### config.mk
export PLATFORM = sky130hd
export DESIGN_NAME = q16_divide_stage_flat
export DESIGN_NICKNAME = d
export VERILOG_FILES = /design/src/rtl/q16_pkg.sv /design/src/rtl/q16_divide_stage_if.sv /design/src/rtl/sync_fifo.sv /design/src/rtl/q16_divide_stage.sv /design/src/flat_wrapper.sv
export SDC_FILE = /design/constraint.sdc
export NUM_CORES = 2
export LEC_CHECK = 0
export CAP_MARGIN = 20
export CORE_ASPECT_RATIO = 0.7
export CORE_UTILIZATION = 60
export CTS_CLUSTER_DIAMETER = 150
export DETAILED_ROUTE_END_ITERATION = 10
export GPL_TIMING_DRIVEN = 1
export PLACE_DENSITY = 0.78
export SYNTH_ARGS = -nofsm -noshare
export SYNTH_HDL_FRONTEND = slang
export SYNTH_HIERARCHICAL = 1
export SYNTH_SLANG_ARGS = --single-unit
### constraint.sdc
create_clock -name clk -period 12.31 [get_ports clk]
set_input_delay 1.231 -clock clk [delete_from_list [all_inputs] [get_ports clk]]
set_output_delay 1.231 -clock clk [all_outputs]
set_load 0.05 [all_outputs]
### src/rtl/q16_pkg.sv
// Shared Q16.16 constants and helpers for the divider slice.
//   Q16_ONE / Q16_MAX / Q16_MIN : fixed-point landmarks
//   FRAC_BITS                   : fractional bit count
//   sat_q16()                   : Q32.32 product -> saturated Q16.16
package q16_pkg;

    localparam logic [31:0] Q16_ONE   = 32'h0001_0000;
    localparam logic [31:0] Q16_MAX   = 32'h7FFF_FFFF;
    localparam logic [31:0] Q16_MIN   = 32'h8000_0000;
    localparam int          FRAC_BITS = 16;

    // Arithmetic shift floors toward -inf; clamp anything outside int32.
    function automatic logic [31:0] sat_q16(input logic signed [63:0] p);
        logic signed [63:0] q;
        q = p >>> FRAC_BITS;
        if (q > 64'sh0000_0000_7FFF_FFFF) return Q16_MAX;
        if (q < 64'shFFFF_FFFF_8000_0000) return Q16_MIN;
        return q[31:0];
    endfunction

endpackage

### src/rtl/q16_divide_stage_if.sv
// Request/response bus of the Q16.16 divider.
//   in_valid/in_ready/num_in/den_in      : dividend/divisor request
//   out_valid/out_ready/quot_out/div0_out: quotient response
// master = upstream/downstream side, slave = the divider.
interface q16_divide_stage_if;
    logic        in_valid;
    logic        in_ready;
    logic [31:0] num_in;
    logic [31:0] den_in;
    logic        out_valid;
    logic        out_ready;
    logic [31:0] quot_out;
    logic        div0_out;

    modport master (output in_valid, num_in, den_in, out_ready,
                    input  in_ready, out_valid, quot_out, div0_out);
    modport slave  (input  in_valid, num_in, den_in, out_ready,
                    output in_ready, out_valid, quot_out, div0_out);
endinterface

### src/rtl/sync_fifo.sv
// Synchronous first-word-fall-through FIFO.
//   clk, rst_n       : clock, synchronous active-low reset
//   wr_en, wr_data   : push (accepted when not full, or full with a pop)
//   rd_en, rd_data   : pop; rd_data shows the head while !empty
//   full, empty, count
module sync_fifo #(
    parameter int WIDTH = 33,
    parameter int DEPTH = 8
) (
    input  logic                     clk,
    input  logic                     rst_n,
    input  logic                     wr_en,
    input  logic [WIDTH-1:0]         wr_data,
    input  logic                     rd_en,
    output logic [WIDTH-1:0]         rd_data,
    output logic                     full,
    output logic                     empty,
    output logic [$clog2(DEPTH):0]   count
);
    localparam int AW = $clog2(DEPTH);

    logic [WIDTH-1:0] mem [DEPTH];
    logic [AW:0]      wr_ptr, rd_ptr;
    logic             do_wr, do_rd;

    // Pointers carry one extra wrap bit so full and empty are distinguishable.
    assign count   = wr_ptr - rd_ptr;
    assign empty   = (wr_ptr == rd_ptr);
    assign full    = (count == (AW+1)'(DEPTH));
    assign do_rd   = rd_en & ~empty;
    assign do_wr   = wr_en & (~full | do_rd);
    assign rd_data = mem[rd_ptr[AW-1:0]];

    always_ff @(posedge clk) begin
        if (!rst_n) begin
            wr_ptr <= '0;
            rd_ptr <= '0;
        end else begin
            if (do_wr) wr_ptr <= wr_ptr + (AW+1)'(1);
            if (do_rd) rd_ptr <= rd_ptr + (AW+1)'(1);
        end
    end

    always_ff @(posedge clk) begin
        if (do_wr) mem[wr_ptr[AW-1:0]] <= wr_data;
    end
endmodule

### src/rtl/q16_divide_stage.sv
// Signed Q16.16 divider built around an external reciprocal wrapper.
//   clk, rst_n      : clock, synchronous active-low reset (shared with wrapper)
//   io (slave)      : in_* request bus, out_* quotient bus
//   recip_valid_in  : request strobe to wrapper
//   recip_x         : divisor to wrapper
//   recip_y         : 1/den from wrapper
//   recip_valid_out : wrapper result strobe
//   err_orphan      : sticky, a wrapper result arrived with no numerator queued
// The wrapper cannot stall, so a credit per output slot is taken at accept
// and returned at output pop; every issued request has a landing place.
module q16_divide_stage
    import q16_pkg::*;
#(
    parameter int DEPTH     = 8,
    parameter int RECIP_LAT = 6
) (
    input  logic                      clk,
    input  logic                      rst_n,
    q16_divide_stage_if.slave         io,
    output logic                      recip_valid_in,
    output logic [31:0]               recip_x,
    input  logic [31:0]               recip_y,
    input  logic                      recip_valid_out,
    output logic                      err_orphan
);
    localparam int CW = $clog2(DEPTH) + 1;

    if (DEPTH < 2 || (DEPTH & (DEPTH - 1)) != 0 || RECIP_LAT < 1) begin : g_bad_param
        $error("q16_divide_stage: DEPTH must be a power of two >= 2, RECIP_LAT >= 1");
    end

    logic [CW-1:0]     credits;
    logic              live;
    logic              accept, pop, ret_ok;

    logic [32:0]       nf_rd;
    logic              nf_full, nf_empty;
    logic [CW-1:0]     nf_count;
    logic [32:0]       of_rd;
    logic              of_full, of_empty;
    logic [CW-1:0]     of_count;

    logic              prod_vld, prod_div0, prod_neg;
    logic signed [63:0] prod;
    logic [31:0]       q_res;

    // live holds in_ready low during reset and releases it the cycle after.
    assign io.in_ready = live & (credits != '0);
    assign accept      = io.in_valid & io.in_ready;
    assign pop         = io.out_valid & io.out_ready;
    assign ret_ok      = recip_valid_out & ~nf_empty;

    always_ff @(posedge clk) begin
        if (!rst_n) begin
            live           <= 1'b0;
            credits        <= CW'(DEPTH);
            recip_valid_in <= 1'b0;
            recip_x        <= '0;
        end else begin
            live           <= 1'b1;
            recip_valid_in <= accept;
            if (accept) recip_x <= io.den_in;
            case ({accept, pop})
                2'b10:   credits <= credits - CW'(1);
                2'b01:   credits <= credits + CW'(1);
                default: ;
            endcase
        end
    end

    // Numerator and its div-by-zero tag wait here for the reciprocal.
    sync_fifo #(.WIDTH(33), .DEPTH(DEPTH)) u_num_fifo (
        .clk     (clk),
        .rst_n   (rst_n),
        .wr_en   (accept),
        .wr_data ({io.num_in, io.den_in == 32'd0}),
        .rd_en   (recip_valid_out),
        .rd_data (nf_rd),
        .full    (nf_full),
        .empty   (nf_empty),
        .count   (nf_count)
    );

    always_ff @(posedge clk) begin
        if (!rst_n) begin
            prod_vld   <= 1'b0;
            prod       <= '0;
            prod_div0  <= 1'b0;
            prod_neg   <= 1'b0;
            err_orphan <= 1'b0;
        end else begin
            prod_vld <= ret_ok;
            if (ret_ok) begin
                // Sign-extended 64x64 product, low half equals the signed Q32.32 result.
                prod      <= {{32{nf_rd[32]}}, nf_rd[32:1]} * {{32{recip_y[31]}}, recip_y};
                prod_div0 <= nf_rd[0];
                prod_neg  <= nf_rd[32];
            end
            if (recip_valid_out && nf_empty) err_orphan <= 1'b1;
        end
    end

    // Divide by zero ignores the (meaningless) reciprocal and pins to the rail.
    always_comb begin
        q_res = sat_q16(prod);
        if (prod_div0) q_res = prod_neg ? Q16_MIN : Q16_MAX;
    end

    sync_fifo #(.WIDTH(33), .DEPTH(DEPTH)) u_out_fifo (
        .clk     (clk),
        .rst_n   (rst_n),
        .wr_en   (prod_vld),
        .wr_data ({q_res, prod_div0}),
        .rd_en   (pop),
        .rd_data (of_rd),
        .full    (of_full),
        .empty   (of_empty),
        .count   (of_count)
    );

    assign io.out_valid = ~of_empty;
    assign io.quot_out  = of_empty ? '0 : of_rd[32:1];
    assign io.div0_out  = ~of_empty & of_rd[0];

    // Every outstanding credit sits in exactly one place: num FIFO, product
    // register or output FIFO. Orphans break that bookkeeping by definition.
    always_ff @(posedge clk) begin
        if (rst_n) begin
            assert (!(prod_vld && of_full && !pop));
            assert (!(accept && nf_full));
            if (!err_orphan)
                assert (int'(credits) + int'(nf_count) + int'(prod_vld) + int'(of_count) == DEPTH);
        end
    end
endmodule

### src/flat_wrapper.sv
// flat-port wrapper written by rule: the top's interface ports become plain ports
module q16_divide_stage_flat import q16_pkg::*;
#(
    parameter int DEPTH     = 8,
    parameter int RECIP_LAT = 6
)
  (clk, rst_n, recip_valid_in, recip_x, recip_y, recip_valid_out, err_orphan, io_in_valid, io_num_in, io_den_in, io_out_ready, io_in_ready, io_out_valid, io_quot_out, io_div0_out);
  q16_divide_stage_if io_i ();
  input  logic clk;
  input  logic rst_n;
  output logic recip_valid_in;
  output logic [31:0] recip_x;
  input  logic [31:0] recip_y;
  input  logic recip_valid_out;
  output logic err_orphan;
  input wire logic [$bits(io_i.in_valid)-1:0] io_in_valid;
  input wire logic [$bits(io_i.num_in)-1:0] io_num_in;
  input wire logic [$bits(io_i.den_in)-1:0] io_den_in;
  input wire logic [$bits(io_i.out_ready)-1:0] io_out_ready;
  output wire logic [$bits(io_i.in_ready)-1:0] io_in_ready;
  output wire logic [$bits(io_i.out_valid)-1:0] io_out_valid;
  output wire logic [$bits(io_i.quot_out)-1:0] io_quot_out;
  output wire logic [$bits(io_i.div0_out)-1:0] io_div0_out;
  assign io_i.in_valid = io_in_valid;
  assign io_i.num_in = io_num_in;
  assign io_i.den_in = io_den_in;
  assign io_i.out_ready = io_out_ready;
  assign io_in_ready = io_i.in_ready;
  assign io_out_valid = io_i.out_valid;
  assign io_quot_out = io_i.quot_out;
  assign io_div0_out = io_i.div0_out;
  q16_divide_stage #(.DEPTH(DEPTH), .RECIP_LAT(RECIP_LAT)) u_core (.clk(clk), .rst_n(rst_n), .io(io_i), .recip_valid_in(recip_valid_in), .recip_x(recip_x), .recip_y(recip_y), .recip_valid_out(recip_valid_out), .err_orphan(err_orphan));
endmodule
==> results.cfg <==
[route]
routed_wirelength_um = 148000
drc = 14
ant_nets = 0
vias = 38700
firstDrtPassIters = 9
initialDrtViolationCount = 3361
routed_via_density = 5.81
wl_per_cell_um = 22.2

[grt]
grt_pass1_vias = 42500
grt_pass1_wl_um = 237000
grt_usage_pct = 30.1
grt-ovfl-total = 0
grt_max_degree = 67
antenna_found_initial = 2

[clock_network]
cts_made_buffers = 60
clk_pin_slew_ns = 0.06
root_buffer = clkbuf_16
ctsResizeCount = 0
worstSkewPairLatency_ns = 0.67
cts_tree = yes
hold_buffers = 0
htree_levels = 2
cts_setup_buffers = 0
cts_buffer_depth = 3
cts.sinks = 640

[logic_synthesis]
syn_nets = 6647
yosys_warnings = 6
netlist_instances = 5269
netlist_area_um2 = 60800
syn_avg_cell_area_um2 = 11.5

[floorplanning]
initial_core_util_pct = 60.6
fp.dieW_um = 382
core_area_um2 = 100000
fp-row-count = 97
pin_count = 170
die_y_um = 268
design.die.area_um2 = 103000

[setup_path]
worstPathArrival_ns = 10.88
crit_slowest_cell = dfxtp_4
cpMostUsedCell = fa_1
crit_family = adder cells
worst-path-max-fanout = 49
path_buf_inv = 5
end_kind = register
critPathMaxStageDelay_ns = 0.98
path_class = reg -> reg
critPathLaunchType = register
cp_data_required_time_ns = 12.85

[placed_design]
place_congestion = 0.949
portBuffers = 169
detailed_place_hpwl_um = 107000

[timing]
fin_crit_ns = 10.34
finalHoldViolCount = 0
finalClockSkew_ns = 0.0572
finalSetupViolCount = 0
tightest_slew_ns = 1.07
max_freq_mhz = 96.7
drv_slew = 0
rsz0062_at_grt = false
fin_setup_tns_ns = 0
slew_headroom_pct = 28.7
fin_crit_sh_pct = 84.0

[run]
cap_viol_max_count = 0

[run_status]
status = finished with violations
violations = design-rule violations

[finish]
drive_above_1_share_pct = 7.78
syn_to_final_growth_pct = 7.85
fin_nets = 6661

[worst_hold_path]
min_path_type = reg -> reg
[layout by cell type, fill, tap and decap left out, types with 6 or more instances in the layout]
cell and instances:
ha_1 193, o21a_1 13, buf_4 70, nand2_1 690, a21o_1 30, a31oi_1 8
dfxtp_1 106, nand4_1 25, a21oi_1 158, clkbuf_16 61, nand2b_1 13, and4_1 6
clkdlybuf4s50_1 156, and3_1 10, xnor2_1 39, o21ai_0 39, buf_2 13, o21bai_1 9
nor2b_1 42, clkinv_2 8, xor2_1 27, nor4_1 16, fa_1 1084, nand3_1 33
clkbuf_1 12, or3_1 8, clkinv_1 16, edfxtp_1 528, nor2_1 61, inv_1 996
nor2_4 13, mux2_2 67, nor3_1 10, mux4_2 132, and2_1 522
[through the flow]
step | cells | area (um^2) | utilization (%) | setup slack [ns] | hold slack (ns)
final | 6668 | 65600 | 65.4 | 1.97 | 0.453
after global routing | 6667 | 65600 | 65.4 | 1.39 | 0.478
after CTS | 6665 | 65500 | 65.4 | 1.94 | 0.456
after detailed placement | 6555 | 63700 | 63.5 | 2.08 | 0.446
after global placement | 6555 | 63700 | 63.5 | 2.18 | 0.440
after floorplan | 5269 | 60800 | - | 3.29 | 0.432
[path summary, 6_finish.rpt]
| check | startpoint | end | slack [ns] | cells after the start |
|---|---|---|---|---|
| worst max-delay path | register | u_core/prod[63]$_SDFFE_PN0P_ | 1.97 | 26 |
| worst min-delay path | u_core/prod[18]$_SDFFE_PN0P_ | u_core/prod[18]$_SDFFE_PN0P_ | 0.45 | 2 |
| worst max register to register | register | u_core/prod[63]$_SDFFE_PN0P_ | 1.97 | 26 |
| worst min register to register | u_core/prod[18]$_SDFFE_PN0P_ | u_core/prod[18]$_SDFFE_PN0P_ | 0.45 | 2 |
[per-layer routing]
metal  part of all wire (%)  routed length [um]  GRT usage (%)
met1                     40               59500           41.9
met4                    3.7                5480           10.1
met5                      0                   0              0
met2                     46               68300           47.8
met3                    9.9               14600           6.48
[worst min-delay path: cells and delay by family, from the launching register on]
family | cells | cell delay, ns
AOI/OAI and AO/OA | 1 | 0.05
DFF | 1 | 0.31
and+or+nand+nor | 1 | 0.05
[registers in the layout, summed over array words and instances, names as in the netlist, named ones only]
signal and count:
u_core/u_out_fifo/mem 264, u_core/u_out_fifo/wr_ptr 4, u_core/u_num_fifo/rd_ptr 4, u_core/prod_vld 1, u_core/u_num_fifo/wr_ptr 4, u_core/prod_neg 1
u_core/recip_valid_in 1, u_core/prod 48, u_core/credits 4, u_core/recip_x 32, u_core/err_orphan 1, u_core/u_num_fifo/mem 264
u_core/live 1, u_core/u_out_fifo/rd_ptr 4, u_core/prod_div0 1
[cell type report]
cell class	count	area (um^2)
multi-input cells	3343	38000
fillers	7503	34700
flip-flops and latches	640	18100
inverters	997	3740
repair buffers	241	2190
well taps	1336	1670
clock buffers	73	1570
clock inverters	37	280
diodes	1	2.50
Power is not shown: default switching activity piles up to over one toggle a cycle in this logic, so the estimate is an artifact.
